<file path="src/rtl/positadd_4_raw.sv">
// positadd_4_raw: 4-stage pipelined adder for raw (unpacked) posit<32,2> operands.
//   clk        rising-edge clock
//   reset      asynchronous active-high clear of all pipeline registers
//   in1, in2   raw operands: [37] sign, [36:29] scale, [28:2] fraction, [1] inf, [0] zero
//   start      operands valid this cycle
//   result     raw sum: [41] sign, [40:33] scale, [32:2] fraction, [1] inf, [0] zero
//   done       start delayed by four clocks
//   truncated  nonzero bits (including sticky) lie below result[2]; no rounding here
module positadd_4_raw (
  input  logic        clk,
  input  logic        reset,
  input  logic [37:0] in1,
  input  logic [37:0] in2,
  input  logic        start,
  output logic [41:0] result,
  output logic        done,
  output logic        truncated
);

  localparam int unsigned FW   = 27;  // operand fraction bits
  localparam int unsigned SCW  = 8;   // scale bits
  localparam int unsigned MW   = 32;  // hidden + fraction + 4 guard bits
  localparam int unsigned EW   = 33;  // mantissa plus sticky slot
  localparam int unsigned SUMW = 34;  // sum with carry-out
  localparam int unsigned RFW  = 31;  // result fraction bits

  // Stage 1: classify, order by magnitude, scale difference
  logic           s1_vld_d,   s1_vld_q;
  logic           s1_inf_d,   s1_inf_q;
  logic           s1_zero_d,  s1_zero_q;
  logic           s1_szero_d, s1_szero_q;
  logic           s1_sign_d,  s1_sign_q;
  logic           s1_sub_d,   s1_sub_q;
  logic [SCW-1:0] s1_scale_d, s1_scale_q;
  logic [FW-1:0]  s1_fl_d,    s1_fl_q;
  logic [FW-1:0]  s1_fs_d,    s1_fs_q;
  logic [8:0]     s1_diff_d,  s1_diff_q;

  logic [37:0] big, sml;
  logic        a_ge;

  always_comb begin
    // Flipping the scale sign bit makes {scale, fraction} compare as unsigned.
    a_ge = {~in1[36], in1[35:2]} >= {~in2[36], in2[35:2]};
    big  = in1;
    sml  = in2;
    // A zero operand is always treated as the smaller one.
    if (in1[0] || (!in2[0] && !a_ge)) begin
      big = in2;
      sml = in1;
    end
    s1_vld_d   = start;
    s1_inf_d   = in1[1] | in2[1];
    s1_zero_d  = in1[0] & in2[0];
    s1_szero_d = in1[0] | in2[0];
    s1_sign_d  = big[37];
    s1_sub_d   = (big[37] ^ sml[37]) & ~s1_szero_d;
    s1_scale_d = big[36:29];
    s1_fl_d    = big[28:2];
    s1_fs_d    = sml[28:2];
    // Difference is 0..255, so 9-bit modular arithmetic is exact.
    s1_diff_d  = {big[36], big[36:29]} - {sml[36], sml[36:29]};
  end

  // Stage 2: align smaller mantissa, collect sticky
  logic           s2_vld_d,    s2_vld_q;
  logic           s2_inf_d,    s2_inf_q;
  logic           s2_zero_d,   s2_zero_q;
  logic           s2_sign_d,   s2_sign_q;
  logic           s2_sub_d,    s2_sub_q;
  logic           s2_sticky_d, s2_sticky_q;
  logic [SCW-1:0] s2_scale_d,  s2_scale_q;
  logic [EW-1:0]  s2_ext_l_d,  s2_ext_l_q;
  logic [EW-1:0]  s2_ext_s_d,  s2_ext_s_q;

  logic [MW-1:0] m_s, sh_s;

  always_comb begin
    m_s         = {1'b1, s1_fs_q, 4'b0000};
    sh_s        = '0;
    s2_sticky_d = 1'b0;
    if (s1_szero_q) begin
      sh_s        = '0;
      s2_sticky_d = 1'b0;
    end else if (s1_diff_q >= 9'(MW)) begin
      sh_s        = '0;
      s2_sticky_d = 1'b1;
    end else begin
      sh_s        = m_s >> s1_diff_q[4:0];
      s2_sticky_d = |(m_s & ((32'd1 << s1_diff_q[4:0]) - 32'd1));
    end
    s2_vld_d   = s1_vld_q;
    s2_inf_d   = s1_inf_q;
    s2_zero_d  = s1_zero_q;
    s2_sign_d  = s1_sign_q;
    s2_sub_d   = s1_sub_q;
    s2_scale_d = s1_scale_q;
    s2_ext_l_d = {1'b1, s1_fl_q, 4'b0000, 1'b0};
    // Sticky takes part in the arithmetic as the lowest bit.
    s2_ext_s_d = {sh_s, s2_sticky_d};
  end

  // Stage 3: magnitude add or subtract (larger minus smaller)
  logic            s3_vld_d,    s3_vld_q;
  logic            s3_inf_d,    s3_inf_q;
  logic            s3_zero_d,   s3_zero_q;
  logic            s3_sign_d,   s3_sign_q;
  logic            s3_sticky_d, s3_sticky_q;
  logic [SCW-1:0]  s3_scale_d,  s3_scale_q;
  logic [SUMW-1:0] s3_sum_d,    s3_sum_q;

  always_comb begin
    s3_vld_d    = s2_vld_q;
    s3_inf_d    = s2_inf_q;
    s3_zero_d   = s2_zero_q;
    s3_sign_d   = s2_sign_q;
    s3_sticky_d = s2_sticky_q;
    s3_scale_d  = s2_scale_q;
    if (s2_sub_q) s3_sum_d = {1'b0, s2_ext_l_q} - {1'b0, s2_ext_s_q};
    else          s3_sum_d = {1'b0, s2_ext_l_q} + {1'b0, s2_ext_s_q};
  end

  // Stage 4: normalize, saturate scale, pack
  logic            done_d,      done_q;
  logic            truncated_d, truncated_q;
  logic [41:0]     result_d,    result_q;

  logic [5:0]        lz;
  logic [EW-1:0]     shifted;
  logic [RFW-1:0]    frac;
  logic              below;
  logic signed [9:0] sc;
  logic [SCW-1:0]    sc_sat;

  always_comb begin
    lz = 6'd33;
    for (int i = 0; i < 33; i++) begin
      if (s3_sum_q[i]) lz = 6'(32 - i);
    end
    shifted = s3_sum_q[EW-1:0] << lz;
    if (s3_sum_q[SUMW-1]) begin
      frac  = s3_sum_q[32:2];
      below = |s3_sum_q[1:0];
      sc    = $signed({{2{s3_scale_q[7]}}, s3_scale_q}) + 10'sd1;
    end else begin
      frac  = shifted[31:1];
      below = shifted[0];
      sc    = $signed({{2{s3_scale_q[7]}}, s3_scale_q}) - $signed({4'b0000, lz});
    end
    if (sc < -10'sd128)     sc_sat = 8'h80;
    else if (sc > 10'sd127) sc_sat = 8'h7f;
    else                    sc_sat = sc[7:0];

    done_d      = s3_vld_q;
    result_d    = {s3_sign_q, sc_sat, frac, 2'b00};
    truncated_d = below | s3_sticky_q;
    if (s3_inf_q) begin
      result_d    = 42'h2;
      truncated_d = 1'b0;
    end else if (s3_zero_q || (s3_sum_q == '0)) begin
      result_d    = 42'h1;
      truncated_d = 1'b0;
    end
  end

  // Pipeline registers
  always_ff @(posedge clk or posedge reset) begin
    if (reset) begin
      s1_vld_q    <= 1'b0;
      s1_inf_q    <= 1'b0;
      s1_zero_q   <= 1'b0;
      s1_szero_q  <= 1'b0;
      s1_sign_q   <= 1'b0;
      s1_sub_q    <= 1'b0;
      s1_scale_q  <= '0;
      s1_fl_q     <= '0;
      s1_fs_q     <= '0;
      s1_diff_q   <= '0;
      s2_vld_q    <= 1'b0;
      s2_inf_q    <= 1'b0;
      s2_zero_q   <= 1'b0;
      s2_sign_q   <= 1'b0;
      s2_sub_q    <= 1'b0;
      s2_sticky_q <= 1'b0;
      s2_scale_q  <= '0;
      s2_ext_l_q  <= '0;
      s2_ext_s_q  <= '0;
      s3_vld_q    <= 1'b0;
      s3_inf_q    <= 1'b0;
      s3_zero_q   <= 1'b0;
      s3_sign_q   <= 1'b0;
      s3_sticky_q <= 1'b0;
      s3_scale_q  <= '0;
      s3_sum_q    <= '0;
      done_q      <= 1'b0;
      truncated_q <= 1'b0;
      result_q    <= '0;
    end else begin
      s1_vld_q    <= s1_vld_d;
      s1_inf_q    <= s1_inf_d;
      s1_zero_q   <= s1_zero_d;
      s1_szero_q  <= s1_szero_d;
      s1_sign_q   <= s1_sign_d;
      s1_sub_q    <= s1_sub_d;
      s1_scale_q  <= s1_scale_d;
      s1_fl_q     <= s1_fl_d;
      s1_fs_q     <= s1_fs_d;
      s1_diff_q   <= s1_diff_d;
      s2_vld_q    <= s2_vld_d;
      s2_inf_q    <= s2_inf_d;
      s2_zero_q   <= s2_zero_d;
      s2_sign_q   <= s2_sign_d;
      s2_sub_q    <= s2_sub_d;
      s2_sticky_q <= s2_sticky_d;
      s2_scale_q  <= s2_scale_d;
      s2_ext_l_q  <= s2_ext_l_d;
      s2_ext_s_q  <= s2_ext_s_d;
      s3_vld_q    <= s3_vld_d;
      s3_inf_q    <= s3_inf_d;
      s3_zero_q   <= s3_zero_d;
      s3_sign_q   <= s3_sign_d;
      s3_sticky_q <= s3_sticky_d;
      s3_scale_q  <= s3_scale_d;
      s3_sum_q    <= s3_sum_d;
      done_q      <= done_d;
      truncated_q <= truncated_d;
      result_q    <= result_d;
    end
  end

  assign result    = result_q;
  assign done      = done_q;
  assign truncated = truncated_q;

endmodule

</file>
<file path="config.mk">
export PLATFORM = sky130hd
export DESIGN_NAME = positadd_4_raw
export DESIGN_NICKNAME = d
export VERILOG_FILES = /design/src/rtl/positadd_4_raw.sv
export SDC_FILE = /design/constraint.sdc
export NUM_CORES = 1
export LEC_CHECK = 0
export BUFFER_PORTS_ARGS = -buffer_cell sky130_fd_sc_hd__buf_2
export CAP_MARGIN = 0
export CORE_MARGIN = 2
export CORE_UTILIZATION = 40
export DETAILED_ROUTE_END_ITERATION = 8
export SKIP_LAST_GASP = 1
export SYNTH_ARGS = -nofsm -noshare
export SYNTH_HDL_FRONTEND = slang
export SYNTH_SLANG_ARGS = --single-unit
</file>
<file path="constraint.sdc">
create_clock -name clk -period 15.45 [get_ports clk]
set_input_delay 0 -clock clk [delete_from_list [all_inputs] [get_ports clk]]
set_output_delay 0 -clock clk [all_outputs]
set_load 0.02 [all_outputs]
</file>
==> flow_summary.ini, run 1 <==
[detailed_routing]
vias = 13400
via_per_inst = 5.49
drtPass1Iterations = 6
drc = 0
post_drt_wl_per_cell_um = 18.3
wl_um = 44900
drtIter0Drc = 1061
drtAntennaViolNets = 0

[power]
power_density_nw_per_um2 = 118
peakVddDrop_mv = 0.0775
p_int_mw = 1.43
p_leak_nw = 8.68
p_clk_share_pct = 31.9
p_seq_share_pct = 34.4
p_sw_share_pct = 35.7
p_sw_uw = 796
power_frac_comb_pct = 33.7

[grt]
grt.overflow.total = 0
grt_pass1_vias = 13200
grt_pass1_wl_um = 71800
grt_max_degree = 103
antenna_found_initial = 0
track_usage_pct = 21.8

[setup_path]
worstPathArrival_ns = 5.19
worstReg2RegEnd = result[33]$_DFF_PP0_
timing.rr.start = s3_sum_q[3]$_DFF_PP0_
startpoint = s3_sum_q[3]$_DFF_PP0_
cp_max_fo = 26
start_kind = register
worstSetupEndpointType = register
r2r_slack_ns = 10.67
worstSetupEndpoint = result[33]$_DFF_PP0_
crit_type = reg2reg
reg2regPathDepth = 20
cp.required_ns = 15.87

[clock_network]
post_cts_resized = 0
clock_latency_ns = 0.59
post_cts_buffers = 0
tritoncts = built
cts_hold_buf = 111
cts_buffers = 28
clockRootBuffer = clkbuf_16
cts_sinks = 241
clockBufferDepth = 3
h-tree-depth = 1
clkTransAtPathRegs_ns = 0.06

[cells_and_area]
final_cell_mix = dfrtp_1, nand2_1, a21oi_1
finalNetCount = 2094
final_util_pct = 48.6
final_common_cell = dfrtp_1
final_area_um2 = 18800
area_growth_pct = 19.5
layout-drive-gt1-share_pct = 14.6
antenna_cells = 0

[placed_design]
placed_cell_area_um2 = 16700
place_congestion = 0.974
io_buffer_count = 122
post-dp-hpwl_um = 33800

[logic_synthesis]
netlist_area_um2 = 15800
synth_seq_cells = 241
yosysSeqAreaShare_pct = 38.2
ys_types = 91
async_flop_share_pct = 100
syn_inst = 1735
yosysTopAreaCell = dfrtp_1
syn_nets = 1918
synth_area_leaders = dfrtp_1, ha_1, mux2i_1
syn_avg_cell_area_um2 = 9.09
ys_warn_count = 0
synth_edf_count = 0
synth_top_area_share_pct = 38.2
synthFlopType = dfrtp_1

[die]
io_pins = 123
rows = 72
die_y_um = 203
core_um2 = 38700
die_w_um = 203
die-area_um2 = 41000
start_util_pct = 40.7

[sta]
fin_tns_setup_ns = 0
post-route-period-util_pct = 30.9
relSlewSlack_pct = 32.0
period_minus_slack_ns = 4.78
clock.fmax_ghz = 0.209
setup_viol = 0
finalHoldViolations = 0
worst_slew_pin_slew_ns = 0.994
finalClockSkew_ns = 0.0462
slew_viol_final = 0
rsz0062_at_grt = no

[run_status]
status = complete, no violations

[job]
drv_cap = 0

[hold_path]
hp-class = in2reg
cell families after synthesis:
logic type	share of synthesized area, %
compound gates	19.5
xor+xnor	2.55
fa+ha+maj	8.41
buf+inv	5.73
flops	38.2
mux	11.1
other cells	0.0238
simple gates	14.4
critical path: stages (launching register included):
cell,delay [ns]
dfrtp_1,0.45
nor2b_1,0.16
a2111oi_0,0.47
o211ai_1,0.21
a221oi_2,0.36
nor2_2,0.05
buf_4,0.22
clkinv_4,0.24
ha_1,0.28
xnor2_1,0.13
nor2_1,0.06
ha_1,0.33
a21oi_1,0.16
o21ai_0,0.14
a21o_1,0.21
a21o_1,0.19
a21o_1,0.17
a21oi_1,0.17
xnor2_1,0.14
o21ai_1,0.38
nor2_1,0.11
worst min-delay path by stage:
stage	cells past startpoint	slack [ns]	endpoint	startpoint
global placement	1	0.11	s1_vld_q$_DFF_PP0_	start
CTS	4	0.006	s1_diff_q[4]$_DFF_PP0_	in2[33]
floorplan	0	0.03	s1_vld_q$_DFF_PP0_	start
finish	4	0.03	s1_diff_q[4]$_DFF_PP0_	in2[33]
detailed placement	1	0.11	s1_vld_q$_DFF_PP0_	start
global route	2	0.03	s1_vld_q$_DFF_PP0_	start
registers in the layout, indices dropped and copies added (netlist names), 8 cells and up:
register    cells
result         42
s3_sum_q       34
s2_ext_s_q     33
s2_ext_l_q     28
s1_fl_q        27
s1_fs_q        27
s1_diff_q       9
s1_scale_q      8
s2_scale_q      8
s3_scale_q      8
power by group through the flow:
stage	Combinational [mW]	Sequential [mW]	Clock, mW
floorplan	0.532	0.756	0
global placement	0.718	0.773	0
detailed placement	0.711	0.777	0
CTS	0.742	0.766	0.732
global route	0.822	0.776	0.758
finish	0.750	0.767	0.710
synth_stat cells, types with 27 or more instances:
cell type and instances:
mux2i_1 89, ha_1 102, xnor2_1 39, a21oi_1 149
inv_1 117, clkbuf_1 71, o21ai_0 98, nand2_1 161
nor2_1 148, mux2_2 45, a211oi_1 27, dfrtp_1 241
nor3_1 39
layout make-up:
type	count	area, um2
fillers	3691	19900
multi-input cells	1270	8840
flip-flops and latches	241	6030
repair buffers	248	1830
clock buffers	32	726
well taps	518	648
inverters	122	470
clock inverters	20	288
per-layer routing:
| metal | track usage [%] | share of wire [%] | vias to the layer above |
|---|---|---|---|
| li1 | - | - | 6531 |
| met4 | 8.52 | 4.3 | 0 |
| met5 | 0 | 0 | - |
| met1 | 29.4 | 45 | 6368 |
| met2 | 35.8 | 46 | 443 |
| met3 | 2.71 | 4.7 | 107 |
stage by stage:
stage / cells / setup WS [ns] / total power, mW / hold slack [ns]
6_report: 2451 / 10.67 / 2.23 / 0.0342
5_1_grt: 2451 / 10.13 / 2.36 / 0.0330
4_1_cts: 2451 / 10.64 / 2.24 / 0.00578
3_5_place_dp: 2288 / 10.67 / 1.49 / 0.110
3_3_place_gp: 2288 / 10.69 / 1.49 / 0.110
2_1_floorplan: 1735 / 8.83 / 1.29 / 0.0314
Note: power is estimated with default switching activity, not from simulation.
==> run 2, diff against run 1 <==
clock period = 4.13 ns   (was 15.45 ns; I/O delays follow)
==> flow_summary.ini, run 2 (same netlist as run 1, synthesis figures left out) <==
[setup_path]
reg2regPathDepth = 20
cp_max_fo = 6
timing.rr.start = s3_sum_q[3]$_DFF_PP0_
r2r_slack_ns = 0.24
worstPathArrival_ns = 4.37
worstReg2RegEnd = result[35]$_DFF_PP0_
cp.required_ns = 4.61
crit_type = reg2reg
worstSetupEndpointType = register
start_kind = register

[detailed_routing]
wl_um = 45000
routed.top_layer = met4
vias = 13600
drc = 0
drtAntennaViolNets = 0
via_per_inst = 5.45
wl_met3_um = 1880
drtPass1Iterations = 5
wl_met1_um = 20000
met2WireLength_um = 21200
post_drt_wl_per_cell_um = 18.1
drtIter0Drc = 842

[sta]
slew_viol_final = 0
relSlewSlack_pct = 38.1
finalClockSkew_ns = 0.0262
clock.fmax_ghz = 0.257
post-route-period-util_pct = 94.3
finalHoldViolations = 0
period_minus_slack_ns = 3.89
worst_slew_pin_slew_ns = 0.905
setup_viol = 0

[grt]
grt_pass1_vias = 13400
track_usage_pct = 21.7
grt_pass1_wl_um = 71600
antenna_found_initial = 0
grt.overflow.total = 0
grt_max_degree = 122

[placed_design]
io_buffer_count = 122
place_congestion = 0.940
placed_cell_area_um2 = 17000
post-dp-hpwl_um = 34300

[clock_network]
tritoncts = built
clockRootBuffer = clkbuf_16
h-tree-depth = 1
cts_buffers = 28
clkTransAtPathRegs_ns = 0.06
cts_sinks = 241
clockBufferDepth = 3
clock_latency_ns = 0.57

[hold_path]
whs_path_depth = 2
hp-class = in2reg
hold_start = start
hold_path_end = s1_vld_q$_DFF_PP0_

[cells_and_area]
final_cell_mix = dfrtp_1, nand2_1, nor2_1
area_growth_pct = 22.3
final_common_cell = dfrtp_1
layout-drive-gt1-share_pct = 17.1
final_area_um2 = 19300
antenna_cells = 0
finalNetCount = 2137
largest_reg_flops = 42
final_util_pct = 49.8

[die]
die_y_um = 203
die_w_um = 203
start_util_pct = 40.7
core_um2 = 38700
rows = 72
die-area_um2 = 41000
io_pins = 123

[job]
drv_cap = 0

[power]
p_leak_nw = 8.92
power_density_nw_per_um2 = 445
peakVddDrop_mv = 0.307

[run_status]
status = complete, no violations
==> run 2: cell types whose count changed in the layout (fill, tap and decap cells not counted), sizes merged <==
cell         delta
buf            +44
inv             -5
bufinv          +2
clkbuf          +2
clkinv          -2
clkinvlp        +1
dlygate4sd3     -1
==> run 2: worst max-delay path by stage <==
stage | to | from | slack [ns] | cells after the start
2_1_floorplan | result[34]$_DFF_PP0_ | s3_sum_q[17]$_DFF_PP0_ | 0.04 | 19
3_3_place_gp | result[34]$_DFF_PP0_ | s3_sum_q[1]$_DFF_PP0_ | 0.02 | 20
3_5_place_dp | result[35]$_DFF_PP0_ | s3_sum_q[1]$_DFF_PP0_ | -0.12 | 20
4_1_cts | result[35]$_DFF_PP0_ | s3_sum_q[3]$_DFF_PP0_ | 0.03 | 20
5_1_grt | result[35]$_DFF_PP0_ | s3_sum_q[12]$_DFF_PP0_ | -0.11 | 21
6_report | result[35]$_DFF_PP0_ | s3_sum_q[3]$_DFF_PP0_ | 0.24 | 20
==> run 2: layout make-up <==
type	instances	area, um2
Clock buffer	34	763
Clock inverter	16	285
Fill cell	3665	19500
Inverter	122	467
Multi-Input combinational cell	1270	8900
Sequential cell	241	6030
Tap cell	518	648
Timing Repair Buffer	291	2180
==> run 2: power breakdown <==
part | switching, mW | leakage (nW) | total (mW) | internal, mW
Clock | 0.998 | 0.504 | 2.75 | 1.76
Combinational | 1.70 | 5.41 | 2.95 | 1.26
Sequential | 0.257 | 3.01 | 2.87 | 2.61
==> run 2: worst max-delay path: stages (launching register included) <==
cell and delay, ns:
dfrtp_1 0.38, nor2b_1 0.14, a2111oi_2 0.37, o211ai_1 0.17, a221oi_2 0.26, buf_4 0.17
nor2_4 0.05, clkinv_4 0.05, ha_1 0.17, xnor2_1 0.12, nor2_1 0.06, ha_1 0.31
a21oi_1 0.18, o21ai_1 0.09, a21o_1 0.19, a21o_1 0.20, a21o_1 0.20, a21oi_2 0.18
xnor2_2 0.18, nand2_2 0.15, a21oi_1 0.18
==> run 2: metrics by stage <==
| step | TNS (ns) | hold slack, ns | worst slack (ns) | power (mW) | instances |
|---|---|---|---|---|---|
| 2_1_floorplan | 0 | 0.0314 | 0.0422 | 4.82 | 1735 |
| 3_3_place_gp | 0 | 0.110 | 0.0172 | 5.66 | 2328 |
| 3_5_place_dp | -0.622 | 0.113 | -0.115 | 5.66 | 2328 |
| 4_1_cts | 0 | 0.0581 | 0.0317 | 8.57 | 2488 |
| 5_1_grt | -0.672 | 0.0711 | -0.109 | 9.07 | 2492 |
| 6_report | 0 | 0.0851 | 0.237 | 8.57 | 2492 |
==> run 2: layer usage <==
metal	GRT usage (%)	vias to the layer above
met1	28.6	6424
met4	9.28	0
li1	-	6630
met3	2.25	102
met5	0	-
met2	36.5	432
==> run 2: what timing repair did <==
action | in CTS | in global routing
setup buffers | 0 | 4
gates resized for setup | 2 | 15
hold buffers | 110 | 0
endpoints found under the setup margin | 7 | 8
hold endpoints to repair | 315 | 0
pin swaps | 0 | 4
==> run 3, diff against run 2 <==
CORE_MARGIN = not set   (was 2)
CORE_UTILIZATION = 56   (was 40)
PLACE_DENSITY = 0.78   (was not set)
SETUP_SLACK_MARGIN = 0.15   (was not set)
==> flow_summary.ini, run 3 (same netlist as run 1, synthesis figures left out) <==
[run_status]
status = complete, no violations

[clock_network]
h-tree-depth = 1
cts_buffers = 26
tritoncts = built
clockRootBuffer = clkbuf_16
clkTransAtPathRegs_ns = 0.06
clockBufferDepth = 3
clock_latency_ns = 0.55
cts_sinks = 241

[power]
power_density_nw_per_um2 = 437
peakVddDrop_mv = 0.296
p_leak_nw = 8.87

[detailed_routing]
drtIter0Drc = 1536
wl_um = 46900
via_per_inst = 6.16
post_drt_wl_per_cell_um = 20.0
drtPass1Iterations = 6
drtAntennaViolNets = 0
drc = 0
vias = 14500

[sta]
clock.fmax_ghz = 0.259
worst_slew_pin_slew_ns = 0.957
post-route-period-util_pct = 93.4
setup_viol = 0
finalClockSkew_ns = 0.0286
whs_ns = 0.0693
setup_slack_ns = 0.271
slew_viol_final = 0
relSlewSlack_pct = 35.8
period_minus_slack_ns = 3.86
rsz0062_at_grt = no
finalHoldViolations = 0

[placed_design]
place_congestion = 1.03
dp_slack_ns = -0.0411
placed_cells = 2183
io_buffer_count = 122
post-dp-hpwl_um = 31800

[grt]
antenna_found_initial = 1
grt_pass1_vias = 14100
track_usage_pct = 32.5
grt_pass1_wl_um = 73900
grt_max_degree = 185
grt.overflow.total = 0

[setup_path]
worstSetupEndpointType = register
worstPathArrival_ns = 4.33
cp.required_ns = 4.60
start_kind = register
crit_type = reg2reg
cp_max_fo = 6

[cells_and_area]
instances_no_fill = 2349
area_growth_pct = 20.7
final_common_cell = dfrtp_1
largest_reg_flops = 42
final_util_pct = 68.7
fillers = 2053
final_cell_mix = dfrtp_1, nand2_1, nor2_1
layout-drive-gt1-share_pct = 17.3
finalNetCount = 2134

[die]
core_um2 = 27700
io_pins = 123
die_w_um = 170
die_y_um = 170
start_util_pct = 56.9
rows = 61
die-area_um2 = 28800

[job]
drv_cap = 0

[hold_path]
hp-class = in2reg
run 3: critical path, stage by stage (launching register included):
cell	delay (ns)
dfrtp_1	0.39
nand2b_4	0.16
a2111oi_4	0.36
o211ai_1	0.19
a221oi_4	0.35
nor2_4	0.11
clkinv_4	0.07
ha_4	0.14
xnor2_1	0.11
nor2_1	0.06
ha_1	0.35
a21oi_2	0.16
o21ai_2	0.08
a21o_1	0.18
a21o_1	0.17
a21o_1	0.19
a21oi_2	0.17
xnor2_2	0.19
nand2_2	0.17
a21oi_2	0.18
run 3: per-layer routing:
metal	vias up	share of wire [%]	routed length, um	track usage [%]
met1	6785	38	18000	39.7
met2	851	48	22600	55.6
li1	6613	-	-	-
met4	2	6.1	2870	17.5
met5	-	0.028	13	0
met3	210	7.3	3430	4.78
run 3: worst paths after layout:
check	startpoint	end	slack, ns	cells past startpoint
min in group asynchronous	reset	s1_vld_q$_DFF_PP0_	0.26	4
max reg2reg	s3_sum_q[1]$_DFF_PP0_	result[39]$_DFF_PP0_	0.27	19
min	in2[33]	s1_diff_q[4]$_DFF_PP0_	0.07	4
max	s3_sum_q[1]$_DFF_PP0_	result[39]$_DFF_PP0_	0.27	19
min reg2reg	s1_fl_q[11]$_DFF_PP0_	s2_ext_l_q[16]$_DFF_PP0_	0.35	0
max in group asynchronous	reset	s2_ext_s_q[17]$_DFF_PP0_	3.15	4
run 3: cell type report:
class | instances | area, um2 | area share, %
clock inverters | 14 | 189 | 0.993
well taps | 378 | 473 | 2.49
multi-input cells | 1270 | 8990 | 47.3
inverters | 122 | 467 | 2.45
repair buffers | 290 | 2170 | 11.4
diodes | 1 | 2.50 | 0.0132
flip-flops and latches | 241 | 6030 | 31.7
clock buffers | 33 | 697 | 3.66
run 3: stage by stage:
stage | instance area [um2] | TNS (ns) | power [mW]
3_3_place_gp | 16800 | 0 | 5.58
5_1_grt | 19000 | 0 | 8.73
4_1_cts | 18900 | 0 | 8.15
2_1_floorplan | 15800 | 0 | 4.83
6_report | 19000 | 0 | 8.31
3_5_place_dp | 16800 | -0.0687 | 5.61
run 3: repair_timing:
action                                  CTS  global route
endpoints found under the hold margin   316             0
hold buffers                            110             0
endpoints found under the setup margin    7             8
pin swaps                                 3            21
resized for setup                         8            19
setup buffers                             1             7
run 3: report_power, final:
part | internal [mW] | switching (mW) | total (mW)
Combinational | 1.28 | 1.78 | 3.06
Clock | 1.45 | 0.941 | 2.39
Sequential | 2.61 | 0.257 | 2.87
Total | 5.33 | 2.98 | 8.31
